[src/rtl/obstacle_lane_ctrl.sv]
// Scrolling obstacle engine: N channels moving left, LFSR respawn, collision, score pulses, IDLE/RUN/CRASH FSM.
// Optional macro SPEEDUP_EN: score counter that raises the per-tick step every SPEEDUP_EVERY points.
module obstacle_lane_ctrl #(
    parameter int unsigned NUM_OBS       = 3,
    parameter int unsigned X_W           = 11,
    parameter int unsigned Y_W           = 9,
    parameter int unsigned SCREEN_W      = 640,
    parameter int unsigned SPACING       = 220,
    parameter int unsigned STEP          = 2,
    parameter int unsigned OBS_W         = 40,
    parameter int unsigned OBS_H         = 60,
    parameter int unsigned PLAYER_X      = 100,
    parameter int unsigned PLAYER_W      = 20,
    parameter int unsigned PLAYER_H      = 20,
    parameter int unsigned Y_MAX         = 400,
    parameter logic [15:0] LFSR_SEED     = 16'hACE1,
    parameter int unsigned SPEEDUP_EVERY = 8,
    parameter int unsigned STEP_MAX      = 6
) (
    input  logic                     iClk,
    input  logic                     iReset,
    input  logic                     iStart,
    input  logic                     iTick,
    input  logic [Y_W-1:0]           iPlayerY,
    output logic [NUM_OBS*X_W-1:0]   oPosX,
    output logic [NUM_OBS*Y_W-1:0]   oPosY,
    output logic                     oPaint,
    output logic                     oScorePulse,
    output logic                     oCrash,
    output logic [1:0]               oState
);

    typedef enum logic [1:0] {
        S_IDLE  = 2'd0,
        S_RUN   = 2'd1,
        S_CRASH = 2'd2
    } state_t;

    state_t          r_state;
    logic [15:0]     r_lfsr;
    logic [X_W-1:0]  r_x [NUM_OBS];
    logic [Y_W-1:0]  r_y [NUM_OBS];
    logic            r_paint;
    logic            r_crash;
    logic            r_pulse;

    logic [X_W-1:0]  w_step;
    logic [X_W-1:0]  w_x_next [NUM_OBS];
    logic [NUM_OBS-1:0] w_wrap;
    logic [NUM_OBS-1:0] w_pass;
    logic [NUM_OBS-1:0] w_hit;
    logic [Y_W-1:0]  w_respawn_y;
    logic            w_lfsr_fb;

    function automatic logic [X_W-1:0] init_x(input int unsigned idx);
        return X_W'(SCREEN_W + idx * SPACING);
    endfunction

`ifdef SPEEDUP_EN
    logic [7:0]      r_score;
    logic [X_W-1:0]  r_step;
    logic [7:0]      w_score_inc;
    assign w_step      = r_step;
    assign w_score_inc = r_score + 8'd1;
`else
    assign w_step = X_W'(STEP);
`endif

    assign w_lfsr_fb   = r_lfsr[15] ^ r_lfsr[13] ^ r_lfsr[12] ^ r_lfsr[10];
    assign w_respawn_y = (r_lfsr[Y_W-1:0] > Y_W'(Y_MAX)) ? Y_W'(Y_MAX) : r_lfsr[Y_W-1:0];

    // All edge/overlap sums carry one extra bit so they cannot wrap.
    always_comb begin
        for (int unsigned i = 0; i < NUM_OBS; i++) begin
            w_wrap[i]   = r_x[i] < w_step;
            w_x_next[i] = w_wrap[i]
                ? X_W'({1'b0, r_x[i]} + (X_W+1)'(NUM_OBS * SPACING) - {1'b0, w_step})
                : r_x[i] - w_step;
            w_pass[i]   = (({1'b0, r_x[i]} + (X_W+1)'(OBS_W)) >= (X_W+1)'(PLAYER_X))
                       && (({1'b0, w_x_next[i]} + (X_W+1)'(OBS_W)) < (X_W+1)'(PLAYER_X));
            w_hit[i]    = ({1'b0, r_x[i]} < (X_W+1)'(PLAYER_X + PLAYER_W))
                       && (({1'b0, r_x[i]} + (X_W+1)'(OBS_W)) > (X_W+1)'(PLAYER_X))
                       && ({1'b0, r_y[i]} < ({1'b0, iPlayerY} + (Y_W+1)'(PLAYER_H)))
                       && (({1'b0, r_y[i]} + (Y_W+1)'(OBS_H)) > {1'b0, iPlayerY});
        end
    end

    always_ff @(posedge iClk or posedge iReset) begin
        if (iReset) begin
            r_state <= S_IDLE;
            r_lfsr  <= LFSR_SEED;
            r_paint <= 1'b0;
            r_crash <= 1'b0;
            r_pulse <= 1'b0;
            for (int unsigned i = 0; i < NUM_OBS; i++) begin
                r_x[i] <= init_x(i);
                r_y[i] <= Y_W'(Y_MAX >> 1);
            end
`ifdef SPEEDUP_EN
            r_score <= '0;
            r_step  <= X_W'(STEP);
`endif
        end else begin
            r_lfsr  <= {r_lfsr[14:0], w_lfsr_fb};
            r_pulse <= 1'b0;
            case (r_state)
                S_IDLE: begin
                    if (iStart) begin
                        r_state <= S_RUN;
                        r_paint <= 1'b1;
                    end
                end
                S_RUN: begin
                    // A collision freezes the lane and swallows any same-clock score.
                    if (|w_hit) begin
                        r_state <= S_CRASH;
                        r_crash <= 1'b1;
                    end else if (iTick) begin
                        r_pulse <= |w_pass;
                        for (int unsigned i = 0; i < NUM_OBS; i++) begin
                            r_x[i] <= w_x_next[i];
                            if (w_wrap[i])
                                r_y[i] <= w_respawn_y;
                        end
`ifdef SPEEDUP_EN
                        if (|w_pass) begin
                            r_score <= w_score_inc;
                            if ((w_score_inc % 8'(SPEEDUP_EVERY)) == 8'd0 && r_step < X_W'(STEP_MAX))
                                r_step <= r_step + X_W'(1);
                        end
`endif
                    end
                end
                S_CRASH: begin
                    if (iStart) begin
                        r_state <= S_IDLE;
                        r_paint <= 1'b0;
                        r_crash <= 1'b0;
                        for (int unsigned i = 0; i < NUM_OBS; i++) begin
                            r_x[i] <= init_x(i);
                            r_y[i] <= Y_W'(Y_MAX >> 1);
                        end
`ifdef SPEEDUP_EN
                        r_score <= '0;
                        r_step  <= X_W'(STEP);
`endif
                    end
                end
                default: r_state <= S_IDLE;
            endcase
        end
    end

    always_comb begin
        oPosX = '0;
        oPosY = '0;
        for (int unsigned i = 0; i < NUM_OBS; i++) begin
            oPosX[i*X_W +: X_W] = r_x[i];
            oPosY[i*Y_W +: Y_W] = r_y[i];
        end
    end

    assign oPaint      = r_paint;
    assign oCrash      = r_crash;
    assign oScorePulse = r_pulse;
    assign oState      = r_state;

endmodule

[config.mk]
export PLATFORM = sky130hd
export DESIGN_NAME = obstacle_lane_ctrl
export DESIGN_NICKNAME = d
export VERILOG_FILES = /design/src/rtl/obstacle_lane_ctrl.sv
export SDC_FILE = /design/constraint.sdc
export NUM_CORES = 1
export LEC_CHECK = 0
export CAP_MARGIN = 20
export CORE_MARGIN = 3
export CORE_UTILIZATION = 40
export CTS_CLUSTER_SIZE = 12
export DETAILED_ROUTE_END_ITERATION = 8
export GPL_ROUTABILITY_DRIVEN = 0
export HOLD_SLACK_MARGIN = 0.08
export MAX_ROUTING_LAYER = met4
export PLACE_DENSITY = 0.61
export SYNTH_ARGS = -nofsm -noshare
export SYNTH_HDL_FRONTEND = slang
export SYNTH_SLANG_ARGS = --single-unit
[constraint.sdc]
create_clock -name iClk -period 3.3 [get_ports iClk]
set_input_delay 0.495 -clock iClk [delete_from_list [all_inputs] [get_ports iClk]]
set_output_delay 0.495 -clock iClk [all_outputs]
set_load 0.01 [all_outputs]
# Yosys cells after proc, flatten, opt, wreduce, memory -nomap -nowiden
# Index checks and enable logic that the tools add are counted.
classes:
  n_addsub: 19
  magnitude_cmp: 22
  eq_ne: 10
  n_mux: 27
  bitwise_logic: 3
  n_reduce_logical: 24
ops:
  columns: ["op", "n"]
  rows:
  - ["2-to-1 mux 33 bit", 3]
  - ["2-to-1 mux 27 bit", 3]
  - ["adder 11 x 6 -> 12 bit, second input constant", 6]
  - ["case mux 33 bit (2 select lines)", 1]
  - ["subtractor 11 x 2 -> 11 bit, second input constant", 6]
  - ["case mux 27 bit (2 select lines)", 1]
  - [">= comparator 12 x 7 -> 1 bit, second input constant", 3]
  - ["greater-than comparator 12 x 7 -> 1 bit, second input constant", 3]
  - ["< comparator 12 x 7 -> 1 bit, second input constant", 3]
  - ["2-to-1 mux 9 bit", 4]
  - ["adder 11 x 10 -> 11 bit, second input constant", 3]
  - ["< comparator 11 x 2 -> 1 bit, second input constant", 3]
  - ["< comparator 11 x 7 -> 1 bit, second input constant", 3]
  - ["2-to-1 mux 11 bit", 3]
  - ["adder 9 x 6 -> 10 bit, second input constant", 3]
  - ["greater-than comparator 10 x 9 -> 1 bit", 3]
  - ["< comparator 9 x 10 -> 1 bit", 3]
  - ["!= test 2 bit, second input constant", 8]
  - ["AND reduction 5 bit", 3]
  - ["logical AND 1 bit", 12]
  - ["adder 9 x 5 -> 10 bit, second input constant", 1]
  - ["greater-than comparator 9 bit, second input constant", 1]
  - ["AND reduction 3 bit", 3]
  - ["2-to-1 mux 1 bit", 6]
  - ["10 further kinds", 17]
word_totals:
  register_bits: 81
  in_bits: 13
  out_inout_bits: 65
  wordCells: 116

# Longest topological paths before layout
depth:
  word_depth: 10
  ltp_mapped: 16
  ltp_nobuf: 15

# Worst setup path before layout
# OpenSTA, ideal clock, no wires.
synth_path:
  path_type: "register to register"
  startpoint: "reg r_y (netlist bit oPosY[12])"
  endpoint: "reg r_x (netlist bit oPosX[10])"
  setup_ns: 0.122
  arrival_ns: 3.174
  required_ns: 3.178
  slack_ns: 0.004
  path_stages_with_launch: 17
  path_buffers: 1
  synth_period_minus_slack_ns: 3.296
  cell_sequence: "dfstp_2 > inv_1 > ha_1 > nand2_1 > nand3_1 > xnor2_1 > ha_1 > and4_1 > a31oi_1 > and3b_1 > a41oi_1 > a2111oi_4 > nor3b_4 > nand2_4 > buf_4 > mux2i_1 > o2bb2ai_1"
synth_via:
  elab_chain_cells: 6
  word_cells_on_any_way: 8
  classes_between: "add/sub: 1; order compare: 2; eq/ne: 1; reduce/logical: 4"
synth_lines:
  columns: ["item", "line", "text"]
  rows:
  - ["start, declared", "42", "logic [Y_W-1:0] r_y [NUM_OBS];"]
  - ["start signal, assigned by index", "97", "r_y[i] <= Y_W'(Y_MAX >> 1);"]
  - ["start signal, assigned by index", "123", "r_y[i] <= w_respawn_y;"]
  - ["start signal, assigned by index", "141", "r_y[i] <= Y_W'(Y_MAX >> 1);"]
  - ["adder 9 x 6 -> 10 bit or < comparator 9 x 10 -> 1 bit (tied branches)", "84, 83", null]
  - ["greater-than comparator 10 x 9 -> 1 bit or logical AND 1 bit (tied branches)", "84, 83", null]
  - ["logical AND 1 bit (*)", "84", "&& (({1'b0, r_y[i]} + (Y_W+1)'(OBS_H)) > {1'b0, iPlayerY});"]
  - ["OR reduction 3 bit (*)", "115", "if (|w_hit) begin"]
  - ["!= test 2 bit (no line) (*)", null, null]
  - ["AND reduction 4 bit (no line) (*)", null, null]
  - ["end signal, assigned by index", "96", "r_x[i] <= init_x(i);"]
  - ["end signal, assigned by index", "121", "r_x[i] <= w_x_next[i];"]
  - ["end signal, assigned by index", "140", "r_x[i] <= init_x(i);"]
  - ["end, declared", "41", "logic [X_W-1:0] r_x [NUM_OBS];"]
# Every way passes the cells marked *; elsewhere a longest branch is shown, timed or not.
# A chain may end at the register's enable or synchronous reset.

# Worst setup path in the final report
layout_path:
  startpoint: "reg r_y (netlist bit oPosY[12])"
  endpoint: "reg r_y (netlist bit oPosY[21])"
layout_via:
  elab_chain_cells: 6
  word_cells_on_any_way: 8
  classes_between: "add/sub: 1; order compare: 2; eq/ne: 1; reduce/logical: 4"
layout_lines:
  columns: ["item", "line"]
  rows:
  - ["adder 9 x 6 -> 10 bit or < comparator 9 x 10 -> 1 bit (tied branches)", "84, 83"]
  - ["greater-than comparator 10 x 9 -> 1 bit or logical AND 1 bit (tied branches)", "84, 83"]
  - ["logical AND 1 bit (*)", "84"]
  - ["OR reduction 3 bit (*)", "115"]
  - ["!= test 2 bit (no line) (*)", null]
  - ["AND reduction 5 bit (no line) (*)", null]
# Marked as above.

==> flow_metrics.tcl <==
set metrics [dict create \
    gr-usage-met2_pct 37.2 \
    synth_fa_ha_area_share_pct 14.4 \
    drc 0 \
    grt_pass1_wl_um 31200 \
    worst_slew_pin_slew_ps 721 \
    power.density_nw_per_um2 1040 \
    drtAntennaViolNets 0 \
    synth.cell_area_um2 6360 \
    busiest_layer "met2" \
    cp_max_fo 8 \
    wl_um 20000 \
    placed_cell_area_um2 7800 \
    dr.pass1.iters 5 \
    coreArea_um2 15400 \
    setup_violations 0 \
    rows 45 \
    leakagePower_nw 3.78 \
    cts_tree "yes" \
    die_h_um 132 \
    ys_types 78 \
    htree_num_levels 3 \
    maxCapViolations 0 \
    crit_required_ps 3570 \
    cts_buffers 9 \
    final_cell_mix "74 x buf_4, 70 x ha_1, 70 x clkdlybuf4s50_1" \
    wl_per_cell_um 18.4 \
    avgSynthCellArea_um2 8.78 \
    die_w_um 132 \
    grt_use_met1_pct 29.2 \
    dpl.hpwl_um 14900 \
    fin_crit_sh_pct 99.9 \
    utilization_pct 55.9 \
    hold_violations 0 \
    max_freq_mhz 303 \
    final_cells 1088 \
    rsz0062_at_grt "true" \
    synthArstFlopShare_pct 100 \
    ys_seq_elements 78 \
    startpoint_type "flop" \
    synth_compound_area_share_pct 19.5 \
    grt_start_max_net_pins 73 \
    synthSimpleGateAreaFrac_pct 21.1 \
    ys_seq_area_share_pct 31.3 \
    drive_gt1_share_pct 22.7 \
    die_area_um2 17400 \
    postLayoutCellArea_um2 8590 \
    num_vias 6177 \
    met3_usage_pct 2.29 \
    layout.nets 958 \
    clk_latency_ps 340 \
    layout.cells.most_common "buf_4" \
    crit_type "flop to flop" \
    portBuffers 74 \
    drtIter0Drc 391 \
    synth_edf_count 0 \
    gr-total-overflow 0 \
    start_util_pct 41.4 \
    worstPathArrival_ps 3560 \
    path_clk_slew_ps 70 \
    antenna_found_initial 0 \
    hold-worst-slack_ps 352 \
    syn_inst 724 \
    grtUsageTotal_pct 22.8 \
    end_kind "flop" \
    fin_worst_skew_ps 8.79 \
    status "finished, final reports clean" \
    hold_class "input pin to async pin" \
    syn_to_final_growth_pct 35.1 \
    dp_cells 1056 \
    synth_mux_area_share_pct 3.17 \
    period_needed_ps 3300 \
    synth_top_family_by_area "simple AND/OR/NAND/NOR gates" \
    yosysWarningCount 0 \
    antennaDiodeCount 0 \
    rr_worst_depth 17 \
    clock_sinks 78 \
    vias_per_cell 5.68 \
    io_pins 78 \
    synth-main-ff-cell "dfrtp_1" \
    final_max_slew_viol_count 0 \
    synth-xor-area-share_pct 5.24 \
    vdd_drop_max_uv 585 \
    grt_pass1_vias 6040 \
    clk_path_buf_depth 2 \
    timing.slew.headroom_pct 51.8 \
    root_buffer "clkbuf_16" \
]
[critical path, stage by stage (launching register included)]
cell	delay, ps
dfstp_2	540
inv_2	50
ha_4	160
nand2_4	70
nand3_4	80
xnor2_2	140
ha_1	290
and4_4	160
a31oi_4	170
and3b_1	220
a41oi_2	70
a2111oi_4	460
nor3b_4	100
nand2_4	100
buf_8	130
nor2_4	50
buf_12	130
o32a_1	280
[metrics by stage]
step	total power, mW	setup slack, ps	TNS (ps)
after floorplan	5.19	4.49	0
final	8.94	4.61	0
after detailed placement	7.26	-576	-27910
after CTS	8.49	21.5	0
after global placement	7.05	-484	-24560
after global routing	9.66	-103	-1510
[synth_stat cells (all sizes together) (5+ instances only)]
cell	n	area [µm²]
nand3b	6	45.0
mux2i	19	190
xor2	18	158
nand2	66	255
clkbuf	13	48.8
a211oi	6	50.1
a21oi	26	138
nand3	42	210
nand4	7	56.3
nor3	15	75.1
nand2b	9	56.3
nor3b	5	48.8
a21o	8	60.1
a21boi	6	45.0
dfrtp	49	1230
inv	53	199
a31oi	11	68.8
or3	7	43.8
dfstp	29	762
nor4	14	118
o21ai	46	230
o211ai	11	82.6
nor2	57	236
nor2b	5	31.3
o32ai	7	61.3
ha	73	913
o22ai	12	75.1
xnor2	20	175
buf	17	92.6
[report_power, final]
group,internal [mW],switching [mW]
Combinational,2.84,3.05
Sequential,1.40,0.594
Clock,0.605,0.445
[cell families (layout without fill, tap and decap cells)]
group | count (synthesis) | after routing
other cells | 1 | 3
mux | 20 | 20
compound gates | 178 | 178
fa+ha+maj | 73 | 73
simple gates | 253 | 255
buf+inv | 83 | 232
flops | 78 | 78
xor+xnor | 38 | 38
[final timing paths]
check / to / slack, ps / startpoint
setup / recovery: oPosY[21] / 5 / oPosY[12]
max in group asynchronous: oPosY[15] / 2280 / iReset
min in group iClk: r_lfsr[15] / 350 / r_lfsr[14]
hold reg to reg: r_lfsr[15] / 350 / r_lfsr[14]
hold / removal: oPosX[1] / 350 / iReset
setup reg to reg: oPosY[21] / 5 / oPosY[12]
[registers in the layout, summed over array words and instances (netlist names)]
register,count
r_lfsr,16
oCrash,1
oPosX,30
oState,2
oScorePulse,1
oPosY,27
oPaint,1
[routing by layer]
layer	vias to the layer above	share of wire (%)
met5	-	0
met2	188	49
met3	39	4.3
met1	3003	45
met4	0	2.4
li1	2947	-
[final cells by class]
class | count | area, µm²
Clock buffer | 9 | 225
Clock inverter | 7 | 85.1
Fill cell | 1358 | 6780
Inverter | 53 | 199
Multi-Input combinational cell | 567 | 4320
Sequential cell | 78 | 1990
Tap cell | 211 | 264
Timing Repair Buffer | 163 | 1510
[repair_timing]
item	CTS	global route
gates resized for setup	22	54
hold endpoints to repair	0	0
endpoints found under the setup margin	57	61
hold buffers	0	0
pin swaps	13	19
buffers inserted	8	4
gates cloned	2	2
(Power assumes the default switching activity.)
